<file path="config.mk">
export PLATFORM = sky130hd
export DESIGN_NAME = pipe_hazard_ctrl
export DESIGN_NICKNAME = d
export VERILOG_FILES = /design/src/rtl/vi_pkg.sv /design/src/rtl/vi_scoreboard.sv /design/src/rtl/pipe_hazard_ctrl.sv
export SDC_FILE = /design/constraint.sdc
export NUM_CORES = 1
export LEC_CHECK = 0
export CORE_MARGIN = 2
export CORE_UTILIZATION = 55
export CTS_BUF_LIST = sky130_fd_sc_hd__clkbuf_8
export DETAILED_ROUTE_END_ITERATION = 10
export PLACE_DENSITY_LB_ADDON = 0.2
export SLEW_MARGIN = 20
export SYNTH_ARGS = -nofsm -noshare
export SYNTH_HDL_FRONTEND = slang
export SYNTH_SLANG_ARGS = --single-unit
</file>
<file path="constraint.sdc">
create_clock -name clock -period 13.59 [get_ports clock]
set_input_delay 4.077 -clock clock [delete_from_list [all_inputs] [get_ports clock]]
set_output_delay 4.077 -clock clock [all_outputs]
set_load 0.01 [all_outputs]
</file>
<file path="src/rtl/vi_pkg.sv">
// Shared definitions for the integer-pipeline issue controller:
// register file geometry, controller states and the bubble instruction.
package vi_pkg;

    localparam int NUM_REGS = 32;
    localparam int ADDR_W   = 5;

    typedef enum logic [1:0] {
        RUN   = 2'd0,
        HOLD  = 2'd1,
        DRAIN = 2'd2
    } state_t;

    // addi x0, x0, 0
    localparam logic [31:0] NOP_INSTR = 32'h0000_0013;

endpackage

</file>
<file path="src/rtl/vi_scoreboard.sv">
// Per-register pending-write scoreboard; x0 is never tracked.
module vi_scoreboard #(
    parameter int NUM_REGS = vi_pkg::NUM_REGS,
    parameter int ADDR_W   = vi_pkg::ADDR_W
) (
    input  logic                clock,
    input  logic                reset,
    input  logic                wb_en,
    input  logic [ADDR_W-1:0]   wb_addr,
    input  logic                set_en,
    input  logic [ADDR_W-1:0]   set_addr,
    output logic [NUM_REGS-1:0] pend_eff,
    output logic                wb_was_pending
);

    logic [NUM_REGS-1:0] pending;
    logic [NUM_REGS-1:0] wb_mask;
    logic [NUM_REGS-1:0] set_mask;

    always_comb begin
        wb_mask  = '0;
        set_mask = '0;
        if (wb_en && wb_addr != '0)
            wb_mask[wb_addr] = 1'b1;
        if (set_en && set_addr != '0)
            set_mask[set_addr] = 1'b1;
    end

    // Writeback clears are visible to readers in the same cycle.
    assign pend_eff       = pending & ~wb_mask;
    assign wb_was_pending = pending[wb_addr];

    // Set is applied after clear so a same-cycle new owner keeps the bit.
    always_ff @(posedge clock) begin
        if (reset)
            pending <= '0;
        else
            pending <= pend_eff | set_mask;
    end

endmodule

</file>
<file path="src/rtl/pipe_hazard_ctrl.sv">
// Scoreboard-based issue controller: hazard/full detection, RUN/HOLD/DRAIN
// sequencing, in-flight write counting and sticky scoreboard error.
module pipe_hazard_ctrl import vi_pkg::*; #(
    parameter int NUM_REGS     = vi_pkg::NUM_REGS,
    parameter int ADDR_W       = vi_pkg::ADDR_W,
    parameter int MAX_INFLIGHT = 4,
    parameter int CNT_W        = 3
) (
    input  logic              clock,
    input  logic              reset,
    input  logic              dec_valid,
    input  logic [ADDR_W-1:0] dec_read_addr_a,
    input  logic [ADDR_W-1:0] dec_read_addr_b,
    input  logic              dec_uses_a,
    input  logic              dec_uses_b,
    input  logic [ADDR_W-1:0] dec_write_addr,
    input  logic              dec_int_write_enable,
    input  logic              wb_int_write_enable,
    input  logic [ADDR_W-1:0] wb_write_addr,
    input  logic              drain_req,
    output logic              issue,
    output logic              stall,
    output logic              bubble,
    output logic [CNT_W-1:0]  inflight_count,
    output logic              drained,
    output logic              sb_error
);

    localparam logic [CNT_W-1:0] MAX_CNT = CNT_W'(MAX_INFLIGHT);

    state_t              state;
    state_t              state_next;
    logic [NUM_REGS-1:0] pend_eff;
    logic                wb_was_pending;
    logic                wb_valid;
    logic                hazard;
    logic                full;
    logic                inc;
    logic [CNT_W-1:0]    count_next;

    assign wb_valid = wb_int_write_enable && (wb_write_addr != '0);

    vi_scoreboard #(
        .NUM_REGS (NUM_REGS),
        .ADDR_W   (ADDR_W)
    ) u_scoreboard (
        .clock          (clock),
        .reset          (reset),
        .wb_en          (wb_valid),
        .wb_addr        (wb_write_addr),
        .set_en         (inc),
        .set_addr       (dec_write_addr),
        .pend_eff       (pend_eff),
        .wb_was_pending (wb_was_pending)
    );

    assign hazard = (dec_uses_a && pend_eff[dec_read_addr_a])
                  | (dec_uses_b && pend_eff[dec_read_addr_b])
                  | (dec_int_write_enable && pend_eff[dec_write_addr]);
    assign full   = (inflight_count == MAX_CNT) && !wb_valid;

    assign issue  = (state != DRAIN) && dec_valid && !hazard && !full && !drain_req;
    assign stall  = dec_valid && !issue;
    assign bubble = !issue;
    assign inc    = issue && dec_int_write_enable && (dec_write_addr != '0);

    always_comb begin
        state_next = state;
        case (state)
            RUN: begin
                if (drain_req)
                    state_next = DRAIN;
                else if (dec_valid && (hazard || full))
                    state_next = HOLD;
            end
            HOLD: begin
                if (drain_req)
                    state_next = DRAIN;
                else if (issue)
                    state_next = RUN;
            end
            DRAIN: begin
                if (!drain_req)
                    state_next = RUN;
            end
            default: state_next = RUN;
        endcase
    end

    // Simultaneous issue and writeback cancel; decrement saturates at zero.
    always_comb begin
        count_next = inflight_count;
        if (inc && !wb_valid)
            count_next = inflight_count + 1'b1;
        else if (!inc && wb_valid && inflight_count != '0)
            count_next = inflight_count - 1'b1;
    end

    always_ff @(posedge clock) begin
        if (reset) begin
            state          <= RUN;
            inflight_count <= '0;
            drained        <= 1'b0;
            sb_error       <= 1'b0;
        end else begin
            state          <= state_next;
            inflight_count <= count_next;
            drained        <= (state == DRAIN) && drain_req && (count_next == '0);
            if ((wb_valid && !wb_was_pending) ||
                (wb_valid && !inc && inflight_count == '0))
                sb_error <= 1'b1;
        end
    end

endmodule

</file>
==> Yosys cells after proc, flatten, opt, wreduce, memory -nomap -nowiden <==
Cells that the tools add are included.
{ "totals": {"ff_bits": 39, "inputBits": 28} }
{ "classes": {"addsub": 2, "reduce_logical": 40, "magnitude_cmp": 6, "n_bitwise": 5, "n_eq_ne": 7, "muxes": 22} }
{ "ops": {"columns": ["op", "count"], "rows": [
  ["32-bit 2-to-1 mux", 2],
  ["32-bit bitwise AND", 1],
  ["32-bit inverter", 1],
  ["32-bit bitwise OR", 1],
  ["1-bit logical AND", 24],
  ["5-bit by 6-bit < comparator with 1-bit output (second input constant)", 4],
  ["1-bit binary-select mux with 5-bit select", 4],
  ["1-bit demux with 5-bit select", 2],
  ["5-bit by 1-bit greater-or-equal comparator with 1-bit output (second input constant)", 2],
  ["2-bit 2-to-1 mux", 5],
  ["5-bit nonzero test", 2],
  ["1-bit logical NOT", 7],
  ["3-bit logical NOT", 2],
  ["1-bit 2-to-1 mux", 6],
  ["3-bit 2-to-1 mux", 2],
  ["3-bit inequality test (second input constant)", 2],
  ["2-bit one-hot mux with 3 select lines", 1],
  ["2-bit inequality test (second input constant)", 2],
  ["3-bit by 1-bit adder with 3-bit output (second input constant)", 1],
  ["3-bit == test (second input constant)", 1],
  ["3-bit AND reduction", 1],
  ["3-bit nonzero test", 1],
  ["3-bit by 1-bit subtractor with 3-bit output (second input constant)", 1],
  ["2-bit by 1-bit == test with 1-bit output (second input constant)", 1],
  ["other kinds (4)", 6]
]} }

==> Depth between registers and ports, before layout <==
Gate-level depths: netlist (run 1).
{ "depth": {"depth_word": 25, "ltp_mapped": 12} }

==> By module <==
From an unflattened synthesis (run 1), not the netlist that was laid out.
{ "unflattened": {"hier_cells": 317, "area_unflattened_um2": 3030.4} }
{ "by_module_without_submodules": {"columns": ["mod", "area_per_inst_um2", "seq_area_each_um2", "cells_each", "n_inst"], "rows": [
  ["vi_scoreboard", 1652.8, 640.6, 192, 1],
  ["pipe_hazard_ctrl", 1377.6, 140.1, 125, 1]
]} }

==> Worst setup path before layout (run 1) <==
OpenSTA, ideal clock, no wires.
{ "synth_timing": {"path_kind": "input to output", "startpoint": "in wb_write_addr[3]", "endpoint": "out stall", "arrival_ns": 6.252, "path_slack_ns": 3.261, "path_stages": 11, "required_time_ns": 9.513, "n_path_buf": 2, "path_cell_list": "buf_6 or4b_1 buf_2 o311a_1 nor4_2 o31ai_1 a32oi_1 nand4_2 nor2_1 and2_1 nor2b_1"} }
{ "synth_via": {"elab_chain_len": 18, "elab_cells_between_ends": 31, "classes_between": "order compare (2); mux (9); bitwise (4); reduce/logical (16)"} }
{ "synth_rtl": {"columns": ["element", "line", "source"], "rows": [
  ["start: declaration", "pipe_hazard_ctrl.sv:19", "input logic [ADDR_W-1:0] wb_write_addr,"],
  ["5-bit by 6-bit < comparator with 1-bit output (implied by the code) / 5-bit by 1-bit greater-or-equal comparator with 1-bit output (equally long branches)", "vi_scoreboard.sv:24", "wb_mask[wb_addr] = 1'b1;"],
  ["1-bit logical AND (implied by the code)", "vi_scoreboard.sv:24", null],
  ["1-bit 2-to-1 mux (implied by the code)", "vi_scoreboard.sv:24", null],
  ["1-bit demux with 5-bit select", null, null],
  ["32-bit 2-to-1 mux", "vi_scoreboard.sv:23", "if (wb_en && wb_addr != '0)"],
  ["32-bit inverter", "vi_scoreboard.sv:30", "assign pend_eff = pending & ~wb_mask;"],
  ["32-bit bitwise AND", "vi_scoreboard.sv:30", null],
  ["1-bit binary-select mux with 5-bit select, on equally long branches", "pipe_hazard_ctrl.sv:57, pipe_hazard_ctrl.sv:58", null],
  ["[2 not listed]", null, null],
  ["1-bit bitwise OR", "pipe_hazard_ctrl.sv:58", "| (dec_uses_b && pend_eff[dec_read_addr_b])"],
  ["1-bit bitwise OR", "pipe_hazard_ctrl.sv:59", "| (dec_int_write_enable && pend_eff[dec_write_addr]);"],
  ["1-bit logical NOT", "pipe_hazard_ctrl.sv:62", "assign issue = (state != DRAIN) && dec_valid && !hazard && !full && !drain_req;"],
  ["1-bit logical AND", "pipe_hazard_ctrl.sv:62", null],
  ["1-bit logical AND * (2 in series)", "pipe_hazard_ctrl.sv:62", null],
  ["via issue", "pipe_hazard_ctrl.sv:21", "output logic issue,"],
  ["1-bit logical NOT *", "pipe_hazard_ctrl.sv:63", "assign stall = dec_valid && !issue;"],
  ["1-bit logical AND *", "pipe_hazard_ctrl.sv:63", null],
  ["end: declaration", "pipe_hazard_ctrl.sv:22", "output logic stall,"]
]} }
Mark *: on every way through the listed nets, which the timed path passes. The rest lies on a longest branch. The select of a mux whose other input is x is not followed.

==> Final worst setup path (run 1) <==
{ "layout_timing": {"startpoint": "in dec_read_addr_a[0]", "endpoint": "out issue"} }
{ "layout_via": {"elab_chain_len": 9} }
{ "layout_rtl": {"columns": ["element", "line", "source"], "rows": [
  ["start: declaration", "pipe_hazard_ctrl.sv:12", "input logic [ADDR_W-1:0] dec_read_addr_a,"],
  ["1-bit binary-select mux with 5-bit select", "pipe_hazard_ctrl.sv:57", "assign hazard = (dec_uses_a && pend_eff[dec_read_addr_a])"],
  ["1-bit 2-to-1 mux (implied by the code)", "pipe_hazard_ctrl.sv:57", null],
  ["1-bit logical AND", "pipe_hazard_ctrl.sv:57", null],
  ["1-bit bitwise OR", "pipe_hazard_ctrl.sv:58", null],
  ["1-bit bitwise OR", "pipe_hazard_ctrl.sv:59", null],
  ["1-bit logical NOT", "pipe_hazard_ctrl.sv:62", null],
  ["1-bit logical AND (3 in series)", "pipe_hazard_ctrl.sv:62", null],
  ["end: declaration", "pipe_hazard_ctrl.sv:21", null]
]} }
Every way passes these cells. The select of a mux whose other input is x is not followed.

==> impl_metrics.env, run 1 <==
export IMPL_status="completed"
export IMPL_vias_per_cell=7.24
export IMPL_setup_viol=0
export IMPL_crit_arrival_ns=7.93
export IMPL_synth_cell_types=74
export IMPL_antenna_found_initial=0
export IMPL_relSlewSlack_pct=35.4
export IMPL_critPathCaptureType="primary output"
export IMPL_tightest_slew_ns=0.966
export IMPL_worst_slack_ns=1.59
export IMPL_synth_seq_area_share_pct=21.4
export IMPL_power_w=0.000343
export IMPL_worstHoldStart="state[1]$_SDFFE_PP0P_"
export IMPL_core_area_mm2=0.00639
export IMPL_grt_max_degree=40
export IMPL_netlist_area_mm2=0.00364
export IMPL_reg2regPathDepth=8
export IMPL_grt_setup_unrepaired="false"
export IMPL_yosys_register_bits=39
export IMPL_synthCells=458
export IMPL_num_rows=29
export IMPL_cts_max_level=2
export IMPL_whs_path_depth=1
export IMPL_drive_above_1_share_pct=9.42
export IMPL_fill_cells=543
export IMPL_r2r_start="u_scoreboard.pending[27]$_SDFF_PP0_"
export IMPL_die_h_um=85.4
export IMPL_start_util_pct=57.1
export IMPL_synth_top_family_by_area="compound AO/OA/AOI/OAI gates"
export IMPL_post_route_period_util_pct=88.3
export IMPL_insertion_delay_ns=0.30
export IMPL_synth_simple_gate_area_share_pct=25.4
export IMPL_drtIter0Drc=540
export IMPL_p_leak_nw=1.34
export IMPL_routed_wirelength_mm=11.6
export IMPL_hold_path_class="register to register"
export IMPL_synth_edf_count=0
export IMPL_grt_pass1_wl_mm=18.7
export IMPL_p_int_w=0.000228
export IMPL_p_sw_w=0.000114
export IMPL_vias=3936
export IMPL_drc=0
export IMPL_cts_path_max_buffers=2
export IMPL_synth_nets=489
export IMPL_io_pin_count=36
export IMPL_p_sw_share_pct=33.3
export IMPL_cts_sinks=39
export IMPL_regToRegSetupSlack_ns=10.36
export IMPL_ys_warn_count=0
export IMPL_clkPwrFrac_pct=29.7
export IMPL_period_needed_ns=12.00
export IMPL_power_density_mw_per_mm2=84.3
export IMPL_synth_avg_cell_area_um2=7.96
export IMPL_finClkSkew_ns=0.00558
export IMPL_cp_max_fo=20
export IMPL_clkSlewWorstSetupHoldPaths_ns=0.08
export IMPL_synthMuxAreaShare_pct=16.0
export IMPL_yosys_area_top_type_share_pct=21.4
export IMPL_p_comb_share_pct=33.9
export IMPL_place_detailed_hpwl_mm=8.39
export IMPL_holdBufCountCts=0
export IMPL_cts_tree="done"
export IMPL_min_to="state[0]$_SDFFE_PP0P_"
export IMPL_port_buffers=35
export IMPL_synth_xor_area_share_pct=1.20
export IMPL_final_cells=544
export IMPL_sequentialPowerShare_pct=36.4
export IMPL_dr_pass1_iters=5
export IMPL_cp_required_ns=9.51
export IMPL_vdd_drop_max_v=0.0000558
export IMPL_cts_setup_buffers=0
export IMPL_cts_made_buffers=5
export IMPL_crit_type="input pin to primary output"
export IMPL_grt_pass1_vias=3624
export IMPL_synth_compound_area_share_pct=28.6
export IMPL_die_area_mm2=0.00729
export IMPL_synth_area_leaders="dfxtp_1, mux4_2, mux2i_1, a21oi_1, o21ai_0"
export IMPL_pre_cts_ws_ns=1.60
export IMPL_cp_start_kind="input pin"
export IMPL_ys_async_sr_fraction_pct=0
export IMPL_fin_setup_tns_ns=0
export IMPL_grt_usage_pct=32.2
export IMPL_cap_violations=0
export IMPL_gp_congestion=1.03
export IMPL_area_delta_synth_final_pct=11.6
export IMPL_nNetsFinal=497
export IMPL_synth_top_area_cell="dfxtp_1"
export IMPL_num_antenna_cells=0
export IMPL_routedWlPerCell_um=21.4
export IMPL_synthAdderAreaFrac_pct=1.03
export IMPL_antenna_left=0
export IMPL_fp_dieW_um=85.4
export IMPL_synth_ff_type="dfxtp_1"
export IMPL_cts_root_buf="clkbuf_8"
export IMPL_r2r_end="drained$_SDFF_PP0_"
export IMPL_cts_repair_resize_count=0
export IMPL_fmax_mhz=83.3
export IMPL_hold_viol_final=0
export IMPL_slew_viol_final=0
export IMPL_dp_cells=536
export IMPL_grt_ovfl_total=0
==> synthesized netlist by cell type (10+ instances only) <==
cell       n
mux2i_1   20
nand2_1   23
buf_2     12
clkbuf_1  20
mux4_2    12
nor3_1    20
inv_1     12
o211ai_1  16
nor2_1    30
nand3_1   27
mux2_2    10
nand2b_1  13
a21oi_1   36
o21ai_0   33
dfxtp_1   39
nor2b_1   10
==> registers in the layout, summed over array words and instances, names as in the netlist <==
| register | flops |
|---|---|
| inflight_count | 3 |
| drained | 1 |
| u_scoreboard.pending | 32 |
| state | 2 |
| sb_error | 1 |
==> per-stage QoR <==
stage	utilization (%)	hold slack [ns]	instance area, um^2
2_1_floorplan	-	0.413	3640
3_3_place_gp	61.8	0.424	3950
3_5_place_dp	61.8	0.431	3950
4_1_cts	63.7	0.443	4070
5_1_grt	63.7	0.473	4070
6_report	63.7	0.443	4070
==> per-layer routing <==
metal | global-route usage [%] | part of all wire, % | vias to the layer above
li1 | - | - | 1793
met1 | 44.8 | 40 | 1819
met2 | 46.5 | 43 | 279
met3 | 8.56 | 13 | 45
met4 | 14.6 | 4.2 | 0
met5 | 0 | 0 | -
==> cell usage in the layout (no fill, tap or decap), types with 5 or more instances in the layout <==
cell type,count
a32oi_1,6
mux4_2,12
mux2_2,10
o2111a_1,5
dfxtp_1,39
nor3b_1,6
nor3_1,20
inv_1,12
nand2b_1,13
mux2i_1,20
nor2_1,30
a21oi_1,36
nand2_1,23
o211ai_1,16
nand3_1,27
clkbuf_8,6
clkdlybuf4s50_1,35
o21ai_0,33
nor2b_1,10
==> kinds of logic (layout without fill, tap and decap cells) <==
| kind of cell | count (synthesis) | count (layout) |
|---|---|---|
| simple gates | 165 | 165 |
| compound gates | 151 | 151 |
| buf+inv | 53 | 62 |
| mux | 42 | 42 |
| flops | 39 | 39 |
| xor+xnor | 5 | 5 |
| fa+ha+maj | 3 | 3 |
==> final cells by class <==
cell class,instances,area (um^2),share of cell area [%]
clock buffers,6,82.6,2.03
clock inverters,2,35.0,0.862
inverters,15,56.3,1.39
multi-input cells,366,2630,64.8
flip-flops and latches,39,781,19.2
well taps,77,96.3,2.37
repair buffers,39,380,9.36
==> power by group through the flow <==
stage               clock [W]  sequential, W  combinational, W
floorplan                   0       0.000129         0.0000755
global placement            0       0.000127          0.000111
detailed placement          0       0.000128          0.000114
CTS                  0.000102       0.000125          0.000114
global route         0.000106       0.000126          0.000128
finish               0.000102       0.000125          0.000116
==> worst max-delay path: stages <==
cell and delay, ns:
clkdlybuf4s50_1 1.05, mux4_2 0.59, nand2_1 0.08, a31oi_1 0.10, a221o_1 0.28, o311ai_1 0.50, nand4_2 0.33, nor2_1 0.21
and2_1 0.18, clkdlybuf4s50_1 0.54
==> worst max path at each step <==
stage                        to          startpoint  slack [ns]
after global placement    issue  dec_read_addr_a[0]        1.70
after CTS                 issue  dec_read_addr_a[0]        1.60
final                     issue  dec_read_addr_a[0]        1.59
after detailed placement  issue  dec_read_addr_a[0]        1.60
after global routing      issue  dec_read_addr_a[0]        1.34
after floorplan           stall    wb_write_addr[3]        3.26
Power figures use the tool's default switching activity.
==> inputs of run 2 (changes only) <==
CORE_UTILIZATION = 50   (was 55)
==> impl_metrics.env, run 2 (synthesis results as in run 1) <==
export IMPL_dr_pass1_iters=6
export IMPL_status="completed"
export IMPL_area_delta_synth_final_pct=12.2
export IMPL_dp_cells=558
export IMPL_relSlewSlack_pct=36.8
export IMPL_core_area_mm2=0.00714
export IMPL_crit_arrival_ns=7.88
export IMPL_p_leak_nw=1.33
export IMPL_regToRegSetupSlack_ns=10.50
export IMPL_routedWlPerCell_um=21.4
export IMPL_finClkSkew_ns=0.0144
export IMPL_grt_ovfl_total=0
export IMPL_layout_common_cells="dfxtp_1, a21oi_1, clkdlybuf4s50_1"
export IMPL_slew_viol_final=0
export IMPL_r2r_start="u_scoreboard.pending[27]$_SDFF_PP0_"
export IMPL_cp_cell_sequence="clkdlybuf4s50_1 > xor2_1 > o211ai_1 > a31oi_1 > a221o_1 > o311ai_1 > nand4_2 > nor2_1 > and2_1 > clkdlybuf4s50_1"
export IMPL_setup_viol=0
export IMPL_vdd_drop_max_v=0.0000469
export IMPL_reg2regPathDepth=8
export IMPL_hold_slack_ns=0.453
export IMPL_period_needed_ns=11.95
export IMPL_drc=0
export IMPL_cts_repair_resize_count=0
export IMPL_final_cells=566
export IMPL_fmax_mhz=83.7
export IMPL_placed_area_mm2=0.00398
export IMPL_fp_dieW_um=89.4
export IMPL_vias_per_cell=7.04
export IMPL_cap_violations=0
export IMPL_antenna_found_initial=0
export IMPL_grt_pass1_vias=3533
export IMPL_slowest_delay_ns=1.09
export IMPL_largest_reg_flops=32
export IMPL_slowest_stage="clkdlybuf4s50_1"
export IMPL_cts_tree="done"
export IMPL_die_area_mm2=0.00799
export IMPL_start_util_pct=51.1
export IMPL_cts_path_max_buffers=2
export IMPL_pre_cts_ws_ns=1.72
export IMPL_die_h_um=89.4
export IMPL_grt_pass1_wl_mm=18.9
export IMPL_clkSlewWorstSetupHoldPaths_ns=0.09
export IMPL_worst_slack_ns=1.64
export IMPL_grt_max_degree=40
export IMPL_grt_setup_unrepaired="false"
export IMPL_cts_setup_buffers=0
export IMPL_insertion_delay_ns=0.31
export IMPL_fin_setup_tns_ns=0
export IMPL_cts_root_buf="clkbuf_8"
export IMPL_r2r_end="drained$_SDFF_PP0_"
export IMPL_cp_max_fo=20
export IMPL_antenna_left=0
export IMPL_critPathCapture="issue"
export IMPL_final_common_cell="dfxtp_1"
export IMPL_place_detailed_hpwl_mm=8.76
export IMPL_critPathCaptureType="primary output"
export IMPL_hold_viol_final=0
export IMPL_num_antenna_cells=0
export IMPL_vias=3987
export IMPL_post_route_period_util_pct=87.9
export IMPL_num_rows=31
export IMPL_top_regs="u_scoreboard.pending (32), inflight_count (3), state (2)"
export IMPL_cpMostUsedCell="clkdlybuf4s50_1"
export IMPL_design_area_mm2=0.00409
export IMPL_gp_congestion=0.976
export IMPL_nNetsFinal=497
export IMPL_drtIter0Drc=437
export IMPL_cts_made_buffers=5
export IMPL_hold_path_class="register to register"
export IMPL_cp_start_kind="input pin"
export IMPL_power_density_mw_per_mm2=83.8
export IMPL_grt_usage_pct=31.2
export IMPL_crit_start="dec_read_addr_a[0]"
export IMPL_holdBufCountCts=0
export IMPL_crit_type="input pin to primary output"
export IMPL_cts_sinks=39
export IMPL_cts_max_level=2
export IMPL_routed_wirelength_mm=12.1
export IMPL_drive_above_1_share_pct=9.42
export IMPL_io_pin_count=36
export IMPL_port_buffers=35
export IMPL_largest_register="u_scoreboard.pending"
export IMPL_cp_required_ns=9.51
export IMPL_tightest_slew_ns=0.944
[run 2: changes by cell type in the layout (fill, tap and decap cells not counted), sizes merged]
cell,previous run,this run
clkbuf,6,5
clkinv,4,5
[run 2: cell type report]
type	count	area, um^2
Multi-Input combinational cell	366	2630
Timing Repair Buffer	39	380
Clock buffer	5	68.8
Inverter	15	56.3
Fill cell	698	3050
Clock inverter	3	43.8
Sequential cell	39	781
Tap cell	99	124
[run 2: how the worst min path moves through the flow]
stage,slack [ns],startpoint,depth (start not counted),endpoint
6_report,0.45,state[1]$_SDFFE_PP0P_,1,state[0]$_SDFFE_PP0P_
3_5_place_dp,0.45,state[1]$_SDFFE_PP0P_,1,state[0]$_SDFFE_PP0P_
2_1_floorplan,0.41,state[1]$_SDFFE_PP0P_,1,state[0]$_SDFFE_PP0P_
5_1_grt,0.50,state[1]$_SDFFE_PP0P_,1,state[0]$_SDFFE_PP0P_
4_1_cts,0.46,state[1]$_SDFFE_PP0P_,1,state[0]$_SDFFE_PP0P_
3_3_place_gp,0.42,state[1]$_SDFFE_PP0P_,1,state[0]$_SDFFE_PP0P_
[run 2: power breakdown]
part	internal, W	switching [W]	total, W	leakage (nW)
Clock	0.0000547	0.0000451	0.0000998	0.0581
Sequential	0.000119	0.00000607	0.000125	0.315
Combinational	0.0000497	0.0000676	0.000117	0.961
Total	0.000224	0.000119	0.000343	1.33
[run 2: critical path: cells and delay by family]
kind	cells	cell delay (ns)
AOI/OAI and AO/OA	4	1.07
xor gates and xnor gates	1	0.39
buffers and inverters	2	1.63
and+or+nand+nor	3	0.70
[run 2: per-stage QoR]
stage	util (%)	total power (W)
after floorplan	-	0.000204
after global placement	55.7	0.000240
after detailed placement	55.7	0.000243
after CTS	57.3	0.000341
after global routing	57.3	0.000360
final	57.3	0.000343
[run 2: metal layers]
layer	part of all wire, %	GRT usage, %
met1	42	43.9
met5	0	0
met2	43	45.6
met3	11	6.65
met4	3.7	14.2
